[src/rtl/multiplexor_display_pkg.sv]
// ---------------------------------------------------------------------------
// multiplexor_display_pkg
// Shared constants for the 7-segment scan driver:
//   BCD_BLANCO        code the BCD-to-7-segment converter renders as all-off
//   PRESCALER_DEF     default clk cycles per digit slot
//   BLANK_CICLOS_DEF  default anti-ghosting blank window per slot
//   N_DIGITOS_DEF     default number of scanned digits
// The "anodes off" pattern is all ones at whatever digit count the top is
// built with, so it lives in the top as ANODOS_OFF.
// ---------------------------------------------------------------------------
package multiplexor_display_pkg;

    localparam logic [3:0] BCD_BLANCO       = 4'hF;
    localparam int         PRESCALER_DEF    = 50000;
    localparam int         BLANK_CICLOS_DEF = 2;
    localparam int         N_DIGITOS_DEF    = 4;

endpackage

[src/rtl/multiplexor_display_divisor_refresco.sv]
// ---------------------------------------------------------------------------
// multiplexor_display_divisor_refresco
// Refresh prescaler: counts 0..PRESCALER-1 and wraps.
// Ports:
//   clk      in   system clock, rising edge
//   reset    in   synchronous active-high reset (count returns to 0)
//   tick_o   out  high while the count sits at PRESCALER-1 (slot ends this edge)
//   cnt_d_o  out  value the count takes at the next edge; the top registers
//                 its outputs from this so pins track the post-edge state
// ---------------------------------------------------------------------------
module multiplexor_display_divisor_refresco #(
    parameter int PRESCALER = 50000,
    parameter int CNT_W     = 16
) (
    input  logic             clk,
    input  logic             reset,
    output logic             tick_o,
    output logic [CNT_W-1:0] cnt_d_o
);

    logic [CNT_W-1:0] cnt_q;

    always_comb begin
        tick_o  = (cnt_q == CNT_W'(PRESCALER - 1));
        cnt_d_o = tick_o ? '0 : cnt_q + 1'b1;
    end

    always_ff @(posedge clk) begin
        if (reset) begin
            cnt_q <= '0;
        end else begin
            cnt_q <= cnt_d_o;
        end
    end

endmodule

[src/rtl/multiplexor_display.sv]
// ---------------------------------------------------------------------------
// multiplexor_display
// Time-multiplexed scan driver for an N-digit common-anode 7-segment display.
// One digit at a time is presented on cifraBCD with its active-low anode;
// each slot starts with a blank window (all anodes off) against ghosting, and
// new values are latched only at frame boundaries so the display never tears.
//
// Ports:
//   clk        in   system clock, rising edge
//   reset      in   synchronous active-high reset
//   cargar     in   one-cycle load strobe for valorBCD/puntosIn
//   valorBCD   in   packed BCD, digit 0 = bits [3:0] = rightmost
//   puntosIn   in   decimal-point enables, bit i belongs to digit i
//   cifraBCD   out  BCD code of the digit being scanned
//   punto      out  active-low decimal point of the digit being scanned
//   anodos     out  active-low digit enables, at most one low
//   finTrama   out  one-cycle pulse on each frame wrap (last digit -> 0)
//   pendiente  out  high while a loaded value waits for the frame boundary
//
// Build option: define SUPRIMIR_CEROS_EN for leading-zero blanking (digits
// above 0 that are zero together with every more-significant digit are sent
// as BCD_BLANCO; their decimal point still follows the dot register).
// ---------------------------------------------------------------------------
module multiplexor_display
    import multiplexor_display_pkg::*;
#(
    parameter int N_DIGITOS    = N_DIGITOS_DEF,
    parameter int PRESCALER    = PRESCALER_DEF,
    parameter int BLANK_CICLOS = BLANK_CICLOS_DEF
) (
    input  logic                   clk,
    input  logic                   reset,
    input  logic                   cargar,
    input  logic [4*N_DIGITOS-1:0] valorBCD,
    input  logic [N_DIGITOS-1:0]   puntosIn,
    output logic [3:0]             cifraBCD,
    output logic                   punto,
    output logic [N_DIGITOS-1:0]   anodos,
    output logic                   finTrama,
    output logic                   pendiente
);

    localparam int IDX_W = $clog2(N_DIGITOS);
    localparam int CNT_W = (PRESCALER > 1) ? $clog2(PRESCALER) : 1;
    localparam logic [N_DIGITOS-1:0] ANODOS_OFF = '1;
    localparam logic [N_DIGITOS-1:0] UNO        = N_DIGITOS'(1);

    logic             tick;
    logic [CNT_W-1:0] cnt_d;

    multiplexor_display_divisor_refresco #(
        .PRESCALER (PRESCALER),
        .CNT_W     (CNT_W)
    ) u_divisor_refresco (
        .clk     (clk),
        .reset   (reset),
        .tick_o  (tick),
        .cnt_d_o (cnt_d)
    );

    logic [IDX_W-1:0]     idx_q, idx_d;
    logic [3:0]           disp_q [N_DIGITOS];
    logic [3:0]           disp_d [N_DIGITOS];
    logic [3:0]           sombra_q [N_DIGITOS];
    logic [3:0]           sombra_d [N_DIGITOS];
    logic [3:0]           entrada [N_DIGITOS];
    logic [N_DIGITOS-1:0] puntos_q, puntos_d;
    logic [N_DIGITOS-1:0] sombra_pts_q, sombra_pts_d;
    logic                 pend_q, pend_d;
    logic [N_DIGITOS-1:0] anodos_q, anodos_d;
    logic [3:0]           cifra_q, cifra_d;
    logic                 punto_q, punto_d;
    logic                 fin_q, fin_d;
    logic                 idx_ult;
    logic                 frontera;

    always_comb begin
        for (int i = 0; i < N_DIGITOS; i++) begin
            entrada[i] = valorBCD[4*i +: 4];
        end
    end

    // Next-state: scan index and display/shadow latching
    always_comb begin
        idx_ult  = (idx_q == IDX_W'(N_DIGITOS - 1));
        frontera = tick && idx_ult;

        idx_d = idx_q;
        if (tick) begin
            idx_d = idx_ult ? '0 : idx_q + 1'b1;
        end

        disp_d       = disp_q;
        puntos_d     = puntos_q;
        sombra_d     = sombra_q;
        sombra_pts_d = sombra_pts_q;
        pend_d       = pend_q;

        if (frontera) begin
            pend_d = 1'b0;
            if (cargar) begin
                // Load on the boundary itself goes straight to the display.
                disp_d   = entrada;
                puntos_d = puntosIn;
            end else if (pend_q) begin
                disp_d   = sombra_q;
                puntos_d = sombra_pts_q;
            end
        end else if (cargar) begin
            sombra_d     = entrada;
            sombra_pts_d = puntosIn;
            pend_d       = 1'b1;
        end
    end

    // Registered outputs are derived from the post-edge count, index and
    // display contents so the pins carry no extra cycle of latency.
    always_comb begin
        fin_d   = frontera;
        punto_d = ~puntos_d[idx_d];
        cifra_d = disp_d[idx_d];

        if (cnt_d < CNT_W'(BLANK_CICLOS)) begin
            anodos_d = ANODOS_OFF;
        end else begin
            anodos_d = ~(UNO << idx_d);
        end

`ifdef SUPRIMIR_CEROS_EN
        begin : supresion
            logic                 todo_cero;
            logic [N_DIGITOS-1:0] suprimir;
            // Walk from the most significant digit down; digit 0 is never
            // included, so a zero value still shows a single 0.
            todo_cero = 1'b1;
            suprimir  = '0;
            for (int i = N_DIGITOS - 1; i > 0; i--) begin
                todo_cero   = todo_cero && (disp_d[i] == 4'h0);
                suprimir[i] = todo_cero;
            end
            if (suprimir[idx_d]) begin
                cifra_d = BCD_BLANCO;
            end
        end
`endif
    end

    always_ff @(posedge clk) begin
        if (reset) begin
            idx_q        <= '0;
            pend_q       <= 1'b0;
            puntos_q     <= '0;
            sombra_pts_q <= '0;
            anodos_q     <= ANODOS_OFF;
            cifra_q      <= BCD_BLANCO;
            punto_q      <= 1'b1;
            fin_q        <= 1'b0;
            for (int i = 0; i < N_DIGITOS; i++) begin
                disp_q[i]   <= BCD_BLANCO;
                sombra_q[i] <= BCD_BLANCO;
            end
        end else begin
            idx_q        <= idx_d;
            pend_q       <= pend_d;
            puntos_q     <= puntos_d;
            sombra_pts_q <= sombra_pts_d;
            anodos_q     <= anodos_d;
            cifra_q      <= cifra_d;
            punto_q      <= punto_d;
            fin_q        <= fin_d;
            disp_q       <= disp_d;
            sombra_q     <= sombra_d;
        end
    end

    assign cifraBCD  = cifra_q;
    assign punto     = punto_q;
    assign anodos    = anodos_q;
    assign finTrama  = fin_q;
    assign pendiente = pend_q;

endmodule

[config.mk]
export PLATFORM = sky130hd
export DESIGN_NAME = multiplexor_display
export DESIGN_NICKNAME = d
export VERILOG_FILES = /design/src/rtl/multiplexor_display_pkg.sv /design/src/rtl/multiplexor_display_divisor_refresco.sv /design/src/rtl/multiplexor_display.sv
export SDC_FILE = /design/constraint.sdc
export NUM_CORES = 1
export LEC_CHECK = 0
export CAP_MARGIN = 15
export CORE_MARGIN = 8
export CORE_UTILIZATION = 40
export CTS_CLUSTER_SIZE = 25
export DETAILED_ROUTE_END_ITERATION = 8
export DONT_BUFFER_PORTS = 1
export PLACE_DENSITY_LB_ADDON = 0.25
export SLEW_MARGIN = 10
export SYNTH_ARGS = -nofsm -noshare
export SYNTH_HDL_FRONTEND = slang
export SYNTH_HIERARCHICAL = 1
export SYNTH_SLANG_ARGS = --single-unit
[constraint.sdc]
create_clock -name clk -period 2.35 [get_ports clk]
set_input_delay 0.235 -clock clk [delete_from_list [all_inputs] [get_ports clk]]
set_output_delay 0.235 -clock clk [all_outputs]
set_load 0.03 [all_outputs]
* After elaboration in Yosys (flattened, before gate mapping)
Index checks and enable logic that the tools add are counted.
** Word-level totals
- Word-level logic and storage cells :: 47
- Register bits after elaboration :: 69
** Operators by class
- Shift operators :: 1
- Bitwise logic cells :: 4
- Reduce and logical (&&, ||, !) cells :: 4
- Equal/unequal tests :: 2
- Mux-type cells :: 14
- Order comparisons :: 3
- $add $sub $neg :: 2
** Operators with widths (count)
- $mux 16 :: 4
- $mux 4 :: 5
- $add 16x1->16 const B :: 1
- $eq 16x16->1 const B :: 1
- $lt 16x2->1 const B :: 1
- $bmux 4 s2 :: 1
- $mux 2 :: 2
- $not 4->4 :: 1
- $reduce_or 2->1 :: 2
- $shl 1x2->4 const A :: 1
- $ge 3x3->1 const B :: 1
- $lt 2x3->1 const B :: 1
- $not 2->3 :: 1
- $add 2x1->2 const B :: 1
- $bmux 1 s2 :: 1
- $eq 2x2->1 const B :: 1
- $not 1->1 :: 2
- $reduce_and 2->1 :: 1
- $logic_and 1x1->1 :: 1
- $mux 1 :: 1

* Longest topological paths before layout
Gate-level depths: netlist (run 1).
- Word-level depth :: 7
- Depth in mapped cells :: 10

* By module
Netlist (run 1), hierarchy kept.
** By module, submodules not included
- multiplexor_display :: cells an instance 306, times used 1, area each 2566.2 um^2
- multiplexor_display_divisor_refresco :: cells an instance 91, times used 1, area each 847.1 um^2

* Worst setup path after synthesis (run 1)
No wires, ideal clock.
- Path kind :: register to register
- From :: register u_divisor_refresco.cnt_q[0]
- To :: register cifra_q[2] (netlist: cifraBCD[2])
- Path buffers :: 3
- Setup slack :: 67 ps
- Library setup time :: 141 ps
- Clock period less this slack :: 2283 ps
- Arrival time :: 2142 ps
- Cell stages (with the launch flop) :: 11
- Cells stage by stage :: dfxtp_1 ha_1 and3_1 and4_1 buf_2 and2_1 buf_2 buf_4 a31oi_1 a221oi_1 o221ai_1
** Between the ends
- Word-level cells in the longest chain between the ends :: 6
** Ends and longest elaborated chain
- from (decl) :: RTL line multiplexor_display_divisor_refresco.sv:21 : logic [CNT_W-1:0] cnt_q;
- from (signal assigned) :: RTL line multiplexor_display_divisor_refresco.sv:32 : cnt_q <= cnt_d_o;
- $eq 16x16->1 * :: RTL line multiplexor_display_divisor_refresco.sv:24 : tick_o = (cnt_q == CNT_W'(PRESCALER - 1));
- named net tick :: RTL line multiplexor_display.sv:48 : logic tick;
- $logic_and 1x1->1 or $mux 2 (tied branches) :: RTL line multiplexor_display.sv:86, multiplexor_display.sv:89
- $mux 16 or $not 2->3 (tied branches) :: RTL line multiplexor_display.sv:99, multiplexor_display.sv:121
- $bmux 4 s2 * :: RTL line multiplexor_display.sv:121 : cifra_d = disp_d[idx_d];
- $mux 4 (implied by the code) * (2 in a row) :: RTL line multiplexor_display.sv:121
- to (signal assigned) :: RTL line multiplexor_display.sv:168 : cifra_q <= cifra_d;
- to (decl) :: RTL line multiplexor_display.sv:71 : logic [3:0] cifra_q, cifra_d;
The timed path passes the listed nets; every way through them passes the cells marked *. The select of a mux whose other input is x is not followed.
A chain may end at the register's enable or synchronous reset.

* Final worst setup path (run 1)
- From :: register u_divisor_refresco.cnt_q[1]
- To :: register cifra_q[0] (netlist: cifraBCD[0])
Same word-level chain as after synthesis.

==> impl_metrics.csv, run 1 <==
group,metric,value,unit
cts,clk_path_buf_depth,2,
setup_path,crit_path_start_kind,"flip-flop",
run_status,status,"finished clean",
cells_and_area,stdcell_count,517,
yosys,synth.avg_cell_area,8.61,sq um
routing,wl_per_cell,16.9,um
place,dp_cells,499,
place,place_hpwl,5.88,mm
yosys,yosys_warnings,6,
setup_path,worstSetupPathType,"flip-flop to flip-flop",
cells_and_area,drive_gt1_frac,0.177,
global_routing,grt_max_degree,55,
die,start_util,0.413,
global_routing,grt_pass1_vias,2902,
setup_path,endpoint_kind,"flip-flop",
routing,viasPerCell,5.63,
setup_path,critical_path_arrival,2.34,ns
cells_and_area,nets,432,
yosys,synth_cells,396,
yosys,synth_fp_nets,421,
timing,fin_skew,0.0108,ns
routing,drc_errors,0,
routing,detail_route.first_pass.iterations,4,
timing,finalCriticalPeriod,2.15,ns
timing,slew_viol_final,0,
cts,cts_tree,"done",
flow_run,cap_violations,0,
die,dieArea,11700,sq um
global_routing,grt_usage,0.154,
routing,wl,8.76,mm
die,die_x,108,um
cts,cts_setup_buffers,0,
timing,finalHoldViolCount,0,
cells_and_area,final_cell_mix,"69 x dfxtp_1, 33 x nor2_1, 32 x buf_4",
routing,drtAntennaViolNets,0,
global_routing,antenna_found_initial,0,
cells_and_area,syn_to_final_growth,16.3,%
die,dieHeight,108,um
timing,tightest_slew,0.571,ns
min_path,hold_path_class,"primary input to flip-flop",
die,io-pin-count,34,
place,placed_area,3630,sq um
cts,htree_levels,3,
yosys,syn_area,3410,sq um
cells_and_area,post-route-cell-area,3960,sq um
routing,vias,2909,
routing,drtIter0Drc,97,
power_and_ir_drop,peakVddDrop,0.383,mV
cells_and_area,n_antenna_cell,0,
cts,root_buffer,"clkbuf_8",
cts,cts.sinks,69,
cts,clkTransAtPathRegs,0.08,ns
timing,whs,0.0138,ns
setup_path,crit_path_max_fanout,9,
timing,setup_viol,0,
timing,worst_slew_margin_rel,0.619,
global_routing,grt_overflow,0,
timing,rsz0062_at_grt,"false",
timing,max_freq,0.466,GHz
setup_path,cp_data_required_time,2.55,ns
place,portBuffers,0,
place,finalWeightedCongestion,0.838,
global_routing,grt_pass1_wl,14.5,mm
die,num_rows,33,
power_and_ir_drop,p_leak,1.56,nW
power_and_ir_drop,power.density,675,nW/um^2
cts,cts_buffers,9,
cts,clk_latency,0.34,ns
timing,finalCritPeriodShare,0.914,
cells_and_area,layout_commonest_cell,"dfxtp_1",
die,core-area,8260,sq um
## state kept, by name (all words and copies together) (netlist names)
| register | flops |
|---|---|
| disp_q | 16 |
| sombra_q | 16 |
| u_divisor_refresco/cnt_q | 16 |
| anodos | 4 |
| cifraBCD | 4 |
| puntos_q | 4 |
| sombra_pts_q | 4 |
| idx_q | 2 |
| finTrama | 1 |
| pendiente | 1 |
| punto | 1 |
## critical path: stages (launching register included)
cell and delay, ns:
dfxtp_1 0.33, ha_1 0.19, and3_1 0.22, and4_4 0.19, buf_4 0.17, and3_2 0.29, a221oi_1 0.42, o2111ai_1 0.20
## per-layer routing
layer	vias to the layer above	track usage	part of all wire
met5	-	0	0
met2	61	0.248	0.47
li1	1475	-	-
met1	1360	0.189	0.44
met3	13	0.0529	0.065
met4	0	0.0508	0.022
## path summary, 6_finish.rpt
path                                                   from               to  slack, ns  cells after the start
worst max-delay path            u_divisor_refresco/cnt_q[1]      cifraBCD[0]       0.20                      7
worst min-delay path                                  reset     sombra_q[12]       0.01                      1
worst max register to register  u_divisor_refresco/cnt_q[1]      cifraBCD[0]       0.20                      7
worst min register to register              sombra_pts_q[0]  sombra_pts_q[0]       0.46                      2
## power breakdown
group          internal [W]  switching [W]  total, W
Clock              0.000842       0.000460   0.00130
Combinational     0.0000683      0.0000775  0.000146
Sequential          0.00120      0.0000277   0.00123
Total               0.00211       0.000566   0.00268
## timing repair
| item | 4_1_cts | 5_1_grt |
|---|---|---|
| endpoints found under the setup margin | 2 | 26 |
| cloned | 0 | 0 |
| hold buffers | 2 | 0 |
| gates resized for setup | 2 | 7 |
| hold endpoints to repair | 44 | 0 |
| pin swaps | 0 | 0 |
## through the flow
stage,setup TNS (ns),util,power [W],setup WS [ns]
after floorplan,0,-,0.00137,0.0997
after global placement,-0.0694,0.440,0.00138,-0.0694
after detailed placement,-0.103,0.440,0.00138,-0.0902
after CTS,0,0.477,0.00269,0.0698
after global routing,0,0.480,0.00277,0.0700
final,0,0.480,0.00268,0.202
## cell type report
type	count	area, sq um
inverter	13	48.8
sequential	69	1380
timing repair buffer	34	270
fill	802	4290
multi-input combinational	280	1860
clock buffer	10	138
tap	105	131
clock inverter	6	134
(Power assumes the default switching activity.)
==> run 2: changes to the inputs <==
Settings changed: ABC_AREA set to 1.
==> impl_metrics.csv, run 2 <==
group,metric,value,unit
timing,worst_slew_margin_rel,0.339,
cts,htree_levels,3,
routing,viasPerCell,4.85,
cts,clk_latency,0.34,ns
power_and_ir_drop,peakVddDrop,0.306,mV
timing,max_freq,0.468,GHz
cells_and_area,syn_to_final_growth,9.73,%
power_and_ir_drop,combinationalPowerShare,0.064,
die,dieArea,11800,sq um
timing,setup_viol,0,
routing,wl,7.84,mm
global_routing,grt_use_met3,0.0446,
power_and_ir_drop,p_leak,1.92,nW
routing,vias,3019,
yosys,synth.avg_cell_area,6.74,sq um
setup_path,critical_path_arrival,2.36,ns
place,place_hpwl,5.69,mm
setup_path,crit_path_start_kind,"flip-flop",
die,dieHeight,108,um
power_and_ir_drop,pwr-share-clk,0.403,
global_routing,busiest_layer,"met2",
run_status,status,"finished clean",
routing,drtIter0Drc,155,
global_routing,grt_max_degree,25,
die,io-pin-count,34,
global_routing,use_met1,0.182,
cells_and_area,final_core_util,0.454,
cells_and_area,final_cell_mix,"150 x nand2_1, 76 x inv_1, 68 x dfxtp_1",
timing,rsz0062_at_grt,"false",
global_routing,antenna_found_initial,0,
cts,cts_buffers,9,
flow_run,cap_violations,0,
place,dp_cells,603,
timing,finalCriticalPeriod,2.14,ns
cts,root_buffer,"clkbuf_8",
timing,tightest_slew,0.988,ns
die,num_rows,33,
routing,wl_per_cell,12.6,um
timing,fin_skew,0.00789,ns
yosys,synth_cells,507,
cts,cts_tree,"done",
cells_and_area,fillers,901,
global_routing,use_met2,0.226,
timing,slew_viol_final,0,
setup_path,worstSetupPathType,"flip-flop to flip-flop",
setup_path,cp_data_required_time,2.58,ns
cells_and_area,layout_commonest_cell,"nand2_1",
cells_and_area,drive_gt1_frac,0.112,
power_and_ir_drop,seqPwrFrac,0.532,
cells_and_area,stdcell_count,622,
routing,drtAntennaViolNets,0,
place,finalWeightedCongestion,0.886,
power_and_ir_drop,p_sw_frac,0.234,
cells_and_area,n_antenna_cell,0,
cts,clkTransAtPathRegs,0.07,ns
timing,finalCritPeriodShare,0.909,
yosys,synth_fp_nets,532,
power_and_ir_drop,internal_power,0.00176,W
cts,clk_path_buf_depth,2,
die,start_util,0.414,
timing,finalHoldViolCount,0,
yosys,yosys_warnings,6,
routing,drc_errors,0,
global_routing,grt_pass1_vias,2864,
setup_path,endpoint_kind,"flip-flop",
power_and_ir_drop,power.density,613,nW/um^2
routing,detail_route.first_pass.iterations,4,
timing,tns,0,ns
power_and_ir_drop,p_sw,0.000538,W
cells_and_area,top_regs,"disp_q (16), sombra_q (16), u_divisor_refresco/cnt_q (16)",
setup_path,crit_path_max_fanout,12,
place,portBuffers,0,
min_path,hold_path_class,"primary input to flip-flop",
global_routing,grt_usage,0.146,
global_routing,grt_overflow,0,
cts,cts.sinks,69,
die,die_x,108,um
global_routing,grt_pass1_wl,13.6,mm
cts,cts_setup_buffers,0,
die,core-area,8260,sq um
cells_and_area,nets,539,
yosys,syn_area,3420,sq um
==> run 2: per-stage QoR <==
| step | area (sq um) | hold WS, ns | setup WS (ns) | power, W |
|---|---|---|---|---|
| floorplan | 3420 | 0.348 | 0.487 | 0.00136 |
| global placement | 3510 | 0.308 | 0.207 | 0.00138 |
| detailed placement | 3510 | 0.307 | 0.136 | 0.00138 |
| CTS | 3740 | 0.0433 | 0.113 | 0.00233 |
| global route | 3750 | 0.0641 | 0.00578 | 0.00240 |
| finish | 3750 | 0.0611 | 0.213 | 0.00230 |
==> run 2: layer usage <==
layer  vias up  share of wire
met5         -              0
met4         0          0.021
met3        14          0.071
met2        84           0.46
met1      1342           0.45
li1       1579              -
==> run 2: final timing paths <==
check / start / to / slack, ns / depth (start not counted)
setup reg to reg: u_divisor_refresco/cnt_q[1] / cifraBCD[2] / 0.21 / 14
hold / removal: reset / anodos[3] / 0.06 / 2
hold reg to reg: sombra_pts_q[3] / sombra_pts_q[3] / 0.44 / 2
setup / recovery: u_divisor_refresco/cnt_q[1] / cifraBCD[2] / 0.21 / 14
==> run 2: cell type report <==
type / instances / area, sq um / share of cell area
Timing Repair Buffer: 12 / 103 / 0.0273
Sequential cell: 69 / 1380 / 0.368
Multi-Input combinational cell: 340 / 1640 / 0.438
Clock buffer: 12 / 145 / 0.0387
Clock inverter: 2 / 35.0 / 0.00934
Tap cell: 105 / 131 / 0.0350
Inverter: 82 / 313 / 0.0834
==> run 2: power by group through the flow <==
stage                     registers [W]  clock network (W)  logic [W]
after floorplan                 0.00125                  0   0.000114
after global placement          0.00125                  0   0.000133
after detailed placement        0.00125                  0   0.000134
after CTS                       0.00122           0.000957   0.000148
after global routing            0.00123            0.00100   0.000171
final                           0.00122           0.000927   0.000148
==> run 2: critical path, cell delays in order, from the launching register on <==
cell,delay [ns]
dfxtp_1,0.37
ha_2,0.23
nand3_4,0.11
nor2_1,0.17
nand2_2,0.14
inv_4,0.16
inv_2,0.07
nand2_1,0.08
nand2_2,0.12
inv_2,0.12
nor2_4,0.07
nand3_1,0.07
nand2_1,0.06
nor2_1,0.17
nand2_1,0.09
==> run 2: timing repair <==
| action | CTS | global route |
|---|---|---|
| hold buffers | 5 | 0 |
| hold endpoints to repair | 28 | 0 |
| endpoints found under the setup margin | 0 | 5 |
| gates resized for setup | 0 | 4 |
